### src/rtl/hex_counter_pkg.sv
// hex_counter_pkg
// Shared definitions for the hex counter source: FSM state type, speed
// select encodings and the rate divider width helper.
package hex_counter_pkg;

   typedef enum logic {
      STOPPED = 1'b0,
      RUNNING = 1'b1
   } state_t;

   localparam logic [1:0] SPEED_X1 = 2'b00;
   localparam logic [1:0] SPEED_P1 = 2'b01;
   localparam logic [1:0] SPEED_P2 = 2'b10;
   localparam logic [1:0] SPEED_P3 = 2'b11;

   // Bits needed to hold P-1 for the longest of the three periods.
   function automatic int div_width(input int p1, input int p2, input int p3);
      int m;
      m = p1;
      if (p2 > m) m = p2;
      if (p3 > m) m = p3;
      if (m < 2) return 1;
      return $clog2(m);
   endfunction

endpackage

### src/rtl/rate_divider.sv
// rate_divider
// Down-counter that paces the hex counter. The count is loaded with P-1 on
// reload and walks down to zero while enabled; zero flags terminal count.
// Ports:
//   clk       rising-edge clock
//   reset     asynchronous active-high reset, clears the count
//   enable    decrement permitted (counter holds when low)
//   reload    load period_m1 on the next edge (wins over decrement)
//   period_m1 reload value, P-1
//   zero      count is at terminal value 0
module rate_divider #(
   parameter int W = 26
) (
   input  logic         clk,
   input  logic         reset,
   input  logic         enable,
   input  logic         reload,
   input  logic [W-1:0] period_m1,
   output logic         zero
);

   logic [W-1:0] count;

   always_ff @(posedge clk or posedge reset) begin
      if (reset) begin
         count <= '0;
      end else if (reload) begin
         count <= period_m1;
      end else if (enable && (count != '0)) begin
         count <= count - W'(1);
      end
   end

   assign zero = (count == '0);

endmodule

### src/rtl/hex_counter_source.sv
// hex_counter_source
// Start/stop controlled hex digit counter with selectable step rate, used to
// drive a 7-segment decoder.
// Ports:
//   clk        rising-edge clock
//   reset      asynchronous active-high reset
//   start      request RUNNING (stop wins when both high)
//   stop       request STOPPED
//   load       parallel load of load_value into digit (highest priority)
//   load_value value captured by load
//   up         1 = count up, 0 = count down
//   speed      period select: 00 = 1, 01 = TICK_P1, 10 = TICK_P2, 11 = TICK_P3
//   digit      registered hex digit, digit[3] feeds decoder input c3
//   tick       one-cycle pulse in the cycle digit holds a newly counted value
//   wrap       one-cycle pulse with tick when the count wrapped F->0 or 0->F
//   running    FSM is in RUNNING
//
// state   | meaning
// --------+------------------------------------------------------------
// STOPPED | digit and divider hold, no tick/wrap; waits for start
// RUNNING | divider counts down, digit steps on each terminal count
module hex_counter_source
   import hex_counter_pkg::*;
#(
   parameter int unsigned TICK_P1 = 50_000_000,
   parameter int unsigned TICK_P2 = 25_000_000,
   parameter int unsigned TICK_P3 = 12_500_000
) (
   input  logic       clk,
   input  logic       reset,
   input  logic       start,
   input  logic       stop,
   input  logic       load,
   input  logic [3:0] load_value,
   input  logic       up,
   input  logic [1:0] speed,
   output logic [3:0] digit,
   output logic       tick,
   output logic       wrap,
   output logic       running
);

   localparam int DIV_W = div_width(int'(TICK_P1), int'(TICK_P2), int'(TICK_P3));

   state_t             state;
   state_t             state_nxt;
   logic [1:0]         speed_q;
   logic [DIV_W-1:0]   period_m1;
   logic               div_zero;
   logic               div_reload;
   logic               start_acc;
   logic               speed_chg;
   logic               count_step;
   logic [3:0]         digit_nxt;
   logic               wrap_nxt;

   always_comb begin
      period_m1 = '0;
      case (speed)
         SPEED_X1: period_m1 = '0;
         SPEED_P1: period_m1 = DIV_W'(TICK_P1 - 1);
         SPEED_P2: period_m1 = DIV_W'(TICK_P2 - 1);
         SPEED_P3: period_m1 = DIV_W'(TICK_P3 - 1);
         default:  period_m1 = '0;
      endcase
   end

   always_ff @(posedge clk or posedge reset) begin
      if (reset) begin
         state <= STOPPED;
      end else begin
         state <= state_nxt;
      end
   end

   always_comb begin
      state_nxt  = state;
      start_acc  = 1'b0;
      speed_chg  = (speed != speed_q);
      count_step = 1'b0;
      div_reload = 1'b0;
      if (stop) begin
         state_nxt = STOPPED;
      end else if (start) begin
         state_nxt = RUNNING;
      end
      case (state)
         STOPPED: begin
            start_acc  = start && !stop;
            div_reload = load || start_acc;
         end
         RUNNING: begin
            // A pending speed change or load restarts the period instead of
            // stepping, so neither produces a tick on that edge.
            count_step = div_zero && !load && !speed_chg;
            div_reload = load || speed_chg || div_zero;
         end
         default: begin
            state_nxt = STOPPED;
         end
      endcase
   end

   always_comb begin
      digit_nxt = up ? (digit + 4'd1) : (digit - 4'd1);
      wrap_nxt  = up ? (digit == 4'hF) : (digit == 4'h0);
   end

   always_ff @(posedge clk or posedge reset) begin
      if (reset) begin
         speed_q <= SPEED_X1;
         digit   <= 4'h0;
         tick    <= 1'b0;
         wrap    <= 1'b0;
      end else begin
         speed_q <= speed;
         tick    <= count_step;
         wrap    <= count_step && wrap_nxt;
         if (load) begin
            digit <= load_value;
         end else if (count_step) begin
            digit <= digit_nxt;
         end
      end
   end

   rate_divider #(
      .W (DIV_W)
   ) u_rate_divider (
      .clk       (clk),
      .reset     (reset),
      .enable    (state == RUNNING),
      .reload    (div_reload),
      .period_m1 (period_m1),
      .zero      (div_zero)
   );

   assign running = (state == RUNNING);

endmodule

### config.mk
export PLATFORM = sky130hd
export DESIGN_NAME = hex_counter_source
export DESIGN_NICKNAME = d
export VERILOG_FILES = /design/src/rtl/hex_counter_pkg.sv /design/src/rtl/rate_divider.sv /design/src/rtl/hex_counter_source.sv
export SDC_FILE = /design/constraint.sdc
export NUM_CORES = 1
export LEC_CHECK = 0
export CORE_ASPECT_RATIO = 1.5
export CORE_MARGIN = 5
export CORE_UTILIZATION = 60
export DETAILED_ROUTE_END_ITERATION = 6
export HOLD_SLACK_MARGIN = 0.15
export PLACE_DENSITY = 0.82
export SLEW_MARGIN = 25
export SYNTH_ARGS = -nofsm -noshare
export SYNTH_HDL_FRONTEND = slang
export SYNTH_HIERARCHICAL = 1
export SYNTH_SLANG_ARGS = --single-unit
### constraint.sdc
create_clock -name clk -period 9.3 [get_ports clk]
set_input_delay 1.86 -clock clk [delete_from_list [all_inputs] [get_ports clk]]
set_output_delay 1.86 -clock clk [all_outputs]
set_load 0.02 [all_outputs]
### Yosys cells after proc, flatten, opt, wreduce, memory -nomap -nowiden

Index checks and enable logic that the tools add are counted.
Widths: inputs -> output; s select.

* register bits after elaboration: 35
* bits of input ports: 12
* output and inout bits: 7
* word-level logic and storage cells: 44

* add/subtract/negate cells: 3
* eq/ne operators: 5
* muxes and demuxes: 11
* bitwise operators: 1
* reductions and logical operators: 18

Operators with widths (number)
* $pmux 26 s4: 1
* $mux 26: 2
* $logic_not 26->1: 1
* $reduce_bool 26->1: 1
* $sub 26x1->26 const B: 1
* $mux 4: 3
* $reduce_bool 2->1: 3
* $logic_and 1x1->1: 5
* $add 4x1->4 const B: 1
* $eq 2x2->1 const B: 2
* $eq 4x4->1 const B: 1
* $logic_not 4->1: 1
* $mux 1: 4
* $sub 4x1->4 const B: 1
* $logic_not 1->1: 3
* $logic_or 1x1->1: 3
* $eq 2x1->1 const B: 1
* $logic_not 2->1: 1
* $ne 2x2->1: 1
* $pmux 1 s2: 1
* $not 1->1: 1

### Logic depth before layout (Yosys ltp)

* word-level depth: 6
* depth in mapped cells: 15

### Hierarchy

Netlist, hierarchy kept.

By module, submodules not included
* rate_divider: times used 1, cells each 184, area each 1646.6 um^2, sequential area each 650.6 um^2
* hex_counter_source: times used 1, cells each 64, area each 600.6 um^2, sequential area each 225.2 um^2

### Least setup slack after synthesis

OpenSTA, ideal clock, no wires.

* path kind: in2reg
* start point: input load
* end point: register u_rate_divider.count[25]
* setup time: 70 ps
* arrival: 3153 ps
* data required time: 9230 ps
* slack: 6077 ps
* cell stages on the path: 9
* cell sequence: buf_2 -> nor2_1 -> nand4_1 -> o31a_1 -> clkbuf_1 -> inv_2 -> clkbuf_1 -> o311ai_0 -> nand3_1

* word-level cells in the longest chain between the ends: 4
* elaborated cells on any way between the ends: 6
* those cells by class: mux (2); reduce/logical (4)

RTL lines
* from (decl): line hex_counter_source.sv:33 `input logic load,`
* $logic_or 1x1->1 (2 in series): line hex_counter_source.sv:96 `div_reload = load || speed_chg || div_zero;`
* $pmux 1 s2 *: line hex_counter_source.sv:87 `case (state)`
* net div_reload: line hex_counter_source.sv:50 `logic div_reload;`
* $mux 26 / $reduce_bool 2->1 (equally long branches)
* to (signal assigned): line rate_divider.sv:28 `count <= period_m1;`
* to (signal assigned): line rate_divider.sv:30 `count <= count - W'(1);`
* to (decl): line rate_divider.sv:22 `logic [W-1:0] count;`

Mark *: on every way through the listed nets, which the timed path passes. The rest lies on a longest branch.
A chain may end at the register's enable or synchronous reset.

### Final worst setup path

* start point: input speed[0]
* end point: register u_rate_divider.count[1]

* word-level cells in the longest chain between the ends: 5
* elaborated cells on any way between the ends: 11
* those cells by class: eq/ne (4); mux (3); reduce/logical (4)

RTL lines
* from (decl): line hex_counter_source.sv:36 `input logic [1:0] speed,`
* $ne 2x2->1 *: line hex_counter_source.sv:79 `speed_chg = (speed != speed_q);`
* $logic_or 1x1->1 * (2 in series): line hex_counter_source.sv:96
* $pmux 1 s2 *: line hex_counter_source.sv:87
* net div_reload: line hex_counter_source.sv:50
* $mux 26 / $reduce_bool 2->1 (equally long branches)

Mark *: on every way through the listed nets, which the timed path passes. The rest lies on a longest branch. The select of a mux whose other input is x is not followed.

==> run metrics <==
outcome complete, no violations; Post-synth EDFFs 0; post-synth top area share 39.0%; clock skew 8.64 ps; CP endpoint kind flip-flop; grt total ovfl 0; mapped cell area 2250 um^2; die height 85.0 um; root buffer cell clkbuf_8; final std cells w/o fill 306; Crit path max-delay family buffers and inverters; Synth-to-Final Area Change 11.7%; count leader, synth dfrtp_1; CTS clk-pin slew, worst paths 60 ps; Setup TNS 0 ps; clock sink count 35; Gate Count Post-Synth 248; row cnt 27; Synth top cells by count dfrtp_1 (35), nor2_1 (28), nand2_1 (21); post-route cell area 2510 um^2; CP max-delay cell o31a_1; Leak 0.996 nW; CTS resizes 0; Worst path max stage delay 720 ps; PD cells 150 nW/um^2; Slew Viols, Final 0; total vias in the final route 1949; ANT cells 0; Final period util 43.9%; Max-cap violations 0; post-layout util 68.8%; Synth area leaders dfrtp_1 (39%), nor2_1 (4.7%), ha_1 (4.5%); area taken by multi-input logic gates 1270 um^2; CP Buf/Inv Count 2; sequential element share of the synthesized area 39.0%; Ports 19; ys async rst share 100%; layout cell share with drive strength beyond 1 9.13%; Final Hold Vio Count 0; Synth Flop Type dfrtp_1; Netlist cell types 53; Register Area 876 um^2; DR pass1 iterations 4; Synth Warn # 6; Placed Cells 299; number of global-route vias before repair 1951; Final nets 284; worst vdd ir 0.127 mV; Initial Util 61.6%; fillers 308; hold_buf cts 0; top achievable clock speed 245 MHz; RSZ-0062 raised after global routing no; core area 3650 um^2; antenna violations before repair 0; GP Congestion 0.827; WS Path Type in2reg; Slew HR 42.5%; Total GRT Usage 24.1%; die area 5090 um^2; CP startpoint kind input port; IO Port Bufs 18; worst min path class reg2reg; Max FO, Critical Path 26; Final setup violation count 0; routed len/inst 17.7 um; worst path arrival time 4190 ps; area of placed instances 2420 um^2; Detailed Route WL 5430 um; Worst-Margin Slew 862 ps; htree depth 2; DRC viols 0; CP required 9410 ps; Num CTS Buffers 5; number of DRC markers in iteration 0 92; deepest clock path buffer count 2; clk_lat worst skew 290 ps; min cycle time layout 4080 ps; Final ANT Viol Nets 0; postcts setup bufs 0; Post-DP HPWL 3890 um; TritonCTS clock tree yes; syn avg cell area 9.06 um^2; hold_ws 575 ps; FF+latch count, synth 35; first-pass GRT wire length 9240 um; largest net degree at the start of global routing 27; die width 60.0 um; critical-path cell list clkdlybuf4s50_1, xnor2_1, nand4_1, o31a_1, inv_2, nand3_1, o311ai_0; via/cell ratio 6.37; cell taking the most area after synthesis dfrtp_1
flip-flops by register name (all words and copies together) (netlist names):
name / cells
digit: 4
running: 1
speed_q: 2
tick: 1
u_rate_divider/count: 26
wrap: 1
where the power goes:
part           switching, mW  leakage (nW)  internal, mW
sequential            0.0217         0.412         0.169
clock                 0.0520        0.0470        0.0580
combinational         0.0410         0.537        0.0339
metal layers:
metal	GRT usage, %	wire length (um)	up-vias
met4	9.88	171	0
met3	5.33	238	14
met1	27.2	2060	951
met5	0	0	-
met2	42.1	2960	53
li1	-	-	931
cell usage in the layout, fill, tap and decap left out, drive strengths merged, types with 3 or more instances in the layout:
master         netlist  routed
clkbuf               7       6
nand4                4       4
a31oi               10      10
nand3                6       6
o311ai               3       3
o21ai               14      14
conb                 1       3
o31ai                5       5
nor2                28      28
o2111ai              3       3
xor2                 7       7
xnor2                9       9
nand2               21      21
nor4                 3       3
inv                 12      12
ha                   8       8
nor2b                4       4
nor3                 7       7
mux2                 5       5
or4                 11      11
o211ai               6       6
clkdlybuf4s50        0      18
or3                  9       9
dfrtp               35      35
worst paths after layout:
check	startpoint	end	slack, ps	cells past startpoint
max in group asynchronous	reset	u_rate_divider/count[3]	6940	2
worst min register to register	u_rate_divider/count[23]	u_rate_divider/count[23]	570	2
worst min-delay path	u_rate_divider/count[23]	u_rate_divider/count[23]	570	2
min in group asynchronous	reset	tick	1890	2
worst max register to register	u_rate_divider/count[0]	u_rate_divider/count[1]	5300	11
worst max-delay path	speed[0]	u_rate_divider/count[1]	5220	7
worst register-to-register path, stage by stage, from the launching register on:
cell and delay (ps):
dfrtp_1 390, inv_1 100, ha_1 170, or4b_1 560
or4_4 690, nor2_1 280, nor2_1 80, nand4_1 100
o31a_1 720, inv_2 410, nand3_1 190, o311ai_0 160
final cells by class:
class | count | area share [%]
repair buffers | 18 | 7.18
well taps | 43 | 2.14
inverters | 12 | 1.79
flip-flops and latches | 35 | 34.9
multi-input cells | 191 | 50.5
clock buffers | 6 | 3.29
clock inverters | 1 | 0.199
metrics by stage:
| step | power [mW] | setup WS, ps |
|---|---|---|
| after global placement | 0.263 | 5000 |
| after floorplan | 0.241 | 6080 |
| final | 0.375 | 5220 |
| after detailed placement | 0.267 | 4940 |
| after global routing | 0.399 | 4940 |
| after CTS | 0.378 | 5240 |
cell families after synthesis:
logic type                 after synthesis  synth area share (%)
and+or+nand+nor                        104                  24.7
AOI/OAI and AO/OA                       53                  16.5
DFF                                     35                  39.0
buffers and inverters                   24                  4.96
xor gates and xnor gates                16                  6.24
adders and majority gates                9                  5.35
muxes                                    6                  3.12
other                                    1                 0.167
(Power assumes the default switching activity.)
==> edit 1 (config.mk and constraints unchanged) <==
The output `tick` loses its register stage (`tick` becomes a continuous assignment). Comments in the files are not updated.
--- a/src/rtl/hex_counter_source.sv
+++ b/src/rtl/hex_counter_source.sv
@@ -110,11 +110,9 @@
       if (reset) begin
          speed_q <= SPEED_X1;
          digit   <= 4'h0;
-         tick    <= 1'b0;
          wrap    <= 1'b0;
       end else begin
          speed_q <= speed;
-         tick    <= count_step;
          wrap    <= count_step && wrap_nxt;
          if (load) begin
             digit <= load_value;
@@ -123,6 +121,8 @@
          end
       end
    end
+
+   assign tick = count_step;
 
    rate_divider #(
       .W (DIV_W)
Check against the original RTL: not equivalent (Yosys sat finds a counterexample within 4 cycles, from zero or initial values and one cycle with reset high).
==> edit 1 against the unedited design <==
Largest cell class unchanged; hold slack improved by 6.3 ps; total power fell by 1.1%; routed wire length decreased by 12%; synthesized area decreased by 1.5%; sequential power fell by 2%; fmax fell by 26%; sequential cell count fell by 1; synthesized cell count is 1.6% lower; final area is 1.4% lower; worst setup slack lost 1400 ps.
==> edit 1: results (changes against the unedited design) <==
Status
  – Status: complete, no violations

Global routing
  – Vias in the first global route: 1888 (-3.2%)
  – First-pass GRT wire length: 8.376 mm (-9.3%)
  – Total Routing Usage GR: 21.81% (-2.3 points)

Final layout
  – Nets: 280 (-1.4%)

Worst setup path
  – Worst r2r dst: u_rate_divider/count[10]
  – CP peak stage delay: 610 ps (-110 ps)
  – FF-to-FF path depth: 8 (-3)
  – Worst path arrival time: 3650 ps (-540 ps)
  – Worst path slowest cell: clkdlybuf4s50_1
  – CP Max Fanout: 6 (-77%)
  – Reg2reg setup slack: 5450 ps (+150 ps)

Min path
  – Hold path startpoint: u_rate_divider/count[19]
  – Hold path endpoint: u_rate_divider/count[19]

Drt
  – Drt wl/cell: 15.75 um (-11%)
  – DR vias/cell: 6.198 (-2.7%)
  – Initial drt markers: 71 (-23%)

Timing
  – Final Skew: 4.738 ps (-3.898 ps)
  – Final period util: 59.29% (+15 points)

Yosys
  – Seq/Total Area, Yosys: 38.44% (-0.54 points)
  – Top area cells in the synthesized netlist: dfrtp_1 (38%), nor2_1 (5.1%), ha_1 (4.5%)
  – Synthesized instance count: 244 (-1.6%)

Placed design
  – GPL Wtd Cong: 0.8699 (+5.1%)
  – Pre-CTS setup slack: 3775 ps (-1164 ps)

Pwr
  – Max VDD drop: 0.1156 mV (-9.3%)
edit 1: how the worst max path moves through the flow:
stage	endpoint	depth (start not counted)	start
6_report	tick	5	speed[0]
5_1_grt	tick	5	speed[0]
4_1_cts	tick	5	speed[0]
3_5_place_dp	tick	5	speed[0]
3_3_place_gp	tick	5	speed[0]
2_1_floorplan	tick	4	load
edit 1: area by class of cell:
class	count	area, sq um
clock buffers	7	86.33
clock inverters	1	5.005
fillers	272	1141
inverters	11	42.54
multi-input cells	189	1255
flip-flops and latches	34	850.8
well taps	43	53.80
repair buffers	18	180.2
edit 1: cell families (layout without fill, tap and decap cells):
logic type,count (synthesis),in the layout,share of synthesized area (%)
other,1,3,0.1694
xor gates and xnor gates,18,18,7.123
and+or+nand+nor,103,103,24.65
DFF,34,34,38.44
adders and majority gates,9,9,5.427
AOI/OAI and AO/OA,50,50,15.83
buffers and inverters,23,37,5.200
muxes,6,6,3.165
edit 1: report_power, final:
part | leakage (nW) | internal, W | switching [W]
sequential | 0.399 | 0.000164 | 0.0000213
combinational | 0.518 | 0.0000340 | 0.0000393
clock | 0.0482 | 0.0000597 | 0.0000524
total | 0.965 | 0.000258 | 0.000113
edit 1: per-layer routing:
| metal | vias up | part of all wire, % | track usage [%] |
|---|---|---|---|
| met1 | 884 | 40 | 26.49 |
| met5 | - | 0 | 0 |
| met2 | 69 | 52 | 36.12 |
| li1 | 916 | - | - |
| met3 | 9 | 5.5 | 4.615 |
| met4 | 0 | 2.4 | 9.677 |
edit 1: critical path: cells and delay by family:
family                    cells  cell delay (ps)
and+or+nand+nor               1              230
buffers and inverters         3             1270
xor gates and xnor gates      1              290
==> edit 2 (same flow settings) <==
Made on the original files. Change the parameter `TICK_P3` from 12_500_000 to 50_000_000.
--- a/src/rtl/hex_counter_source.sv
+++ b/src/rtl/hex_counter_source.sv
@@ -24,7 +24,7 @@
 #(
    parameter int unsigned TICK_P1 = 50_000_000,
    parameter int unsigned TICK_P2 = 25_000_000,
-   parameter int unsigned TICK_P3 = 12_500_000
+   parameter int unsigned TICK_P3 = 50_000_000
 ) (
    input  logic       clk,
    input  logic       reset,
Check against the original RTL: no difference found for any inputs over 10 cycles, from zero or initial values and one cycle with reset high; that may be too few to reach the edited logic, so the function may still have changed.
==> edit 2 against the unedited design <==
Fmax is 0.85% higher; critical endpoint is now u_rate_divider/count[10]; sequential cell count did not move; total power grew 6.4%; worst setup slack better by 34 ps; highest routed layer unchanged; clock power rose by 31%; clock skew shrank 6.1 ps; routed wire length shrank 7.2%; synthesized area fell by 3.3%; final area is 2.3% lower.
==> edit 2: results (changes against the unedited design) <==
Pwr
  – Leak pwr: 0.9327 nW (-6.4%)
  – Sw power: 0.0001134 W (-1.2%)
  – Max VDD drop: 0.1468 mV (+15%)

Placed design
  – Hpwl dp: 3.652 mm (-6.2%)
  – GPL Wtd Cong: 0.8056 (-2.6%)
  – DP Area: 0.002335 sq mm (-3.6%)
  – Pre-CTS setup slack: 4942 ps (+3.250 ps)

Final layout
  – Share of layout cells above drive strength 1: 11.11% (+2.0 points)
  – Fraction of area in clock buffers and inverters: 4.796% (+1.3 points)
  – Fin cells: 294 (-3.9%)
  – Fill count: 278 (-9.7%)
  – Num sequential: 35 (unchanged)
  – Non-clk invs: 8 (-4)
  – Area of the multi-input gates: 0.001196 sq mm (-5.6%)
  – P&R area growth vs syn: 12.84%

Min path
  – Hold path endpoint: u_rate_divider/count[19]

Yosys
  – Synth Area in Compound Gates: 16.12% (-0.42 points)
  – Mux share of post-synthesis cell area: 3.224% (+0.11 points)
  – Synth cell types: 54 (+1.9%)
  – Seq/Total Area, Yosys: 40.30% (+1.3 points)
  – Top area cells in the synthesized netlist: dfrtp_1 (40%), nor2_1 (4.5%), xnor2_1 (4.0%)

Timing
  – Worst Setup Slack, final: 5255 ps (+34.44 ps)
  – Hold slack: 582.6 ps (+7.644 ps)
  – Least-Margin Pin Slew: 784.2 ps (-77.83 ps)

Worst setup path
  – FF-to-FF path depth: 8 (-3)
  – CP peak stage delay: 660 ps (-60 ps)
  – Worst path arrival time: 4230 ps (+40 ps)
  – Worst path slowest cell: o32a_1
  – Worst r2r dst: u_rate_divider/count[10]

Global routing
  – Total Routing Usage GR: 23.00% (-1.1 points)
  – First-pass GRT wire length: 8.749 mm (-5.3%)
  – Vias in the first global route: 1882 (-3.5%)
  – Grt met1 use: 26.59% (-0.65 points)
  – Met2 GRT Util: 38.23% (-3.9 points)

Drt
  – Metal-1 WL: 1.911 mm (-7.1%)
  – DRT Wirelength: 5.034 mm (-7.2%)
  – First-pass DRT Iterations: 5 (+1)
  – Metal3 WL: 278 um (+17%)

Status
  – Status: complete, no violations

Floorplan
  – Tap Count: 42 (-2.3%)
## edit 2: changes by cell type in the layout (fill, tap and decap cells not counted), moves of 2 or more
cell	unedited run	this run
nor3_1	7	9
nor2_1	28	26
nand4_1	4	2
ha_1	8	3
inv_1	10	5
## edit 2: power groups by stage
| stage | logic, W | clock network (W) | registers, W |
|---|---|---|---|
| after detailed placement | 0.0000677 | 0 | 0.000190 |
| final | 0.0000678 | 0.000144 | 0.000187 |
| after global routing | 0.0000765 | 0.000156 | 0.000190 |
| after floorplan | 0.0000482 | 0 | 0.000186 |
| after CTS | 0.0000682 | 0.000146 | 0.000187 |
| after global placement | 0.0000655 | 0 | 0.000189 |
## edit 2: worst max path at each step
stage | startpoint | end
floorplan | load | u_rate_divider/count[25]
global placement | speed[0] | u_rate_divider/count[10]
detailed placement | speed[0] | u_rate_divider/count[10]
CTS | speed[0] | u_rate_divider/count[10]
global route | speed[0] | u_rate_divider/count[10]
finish | speed[0] | u_rate_divider/count[10]
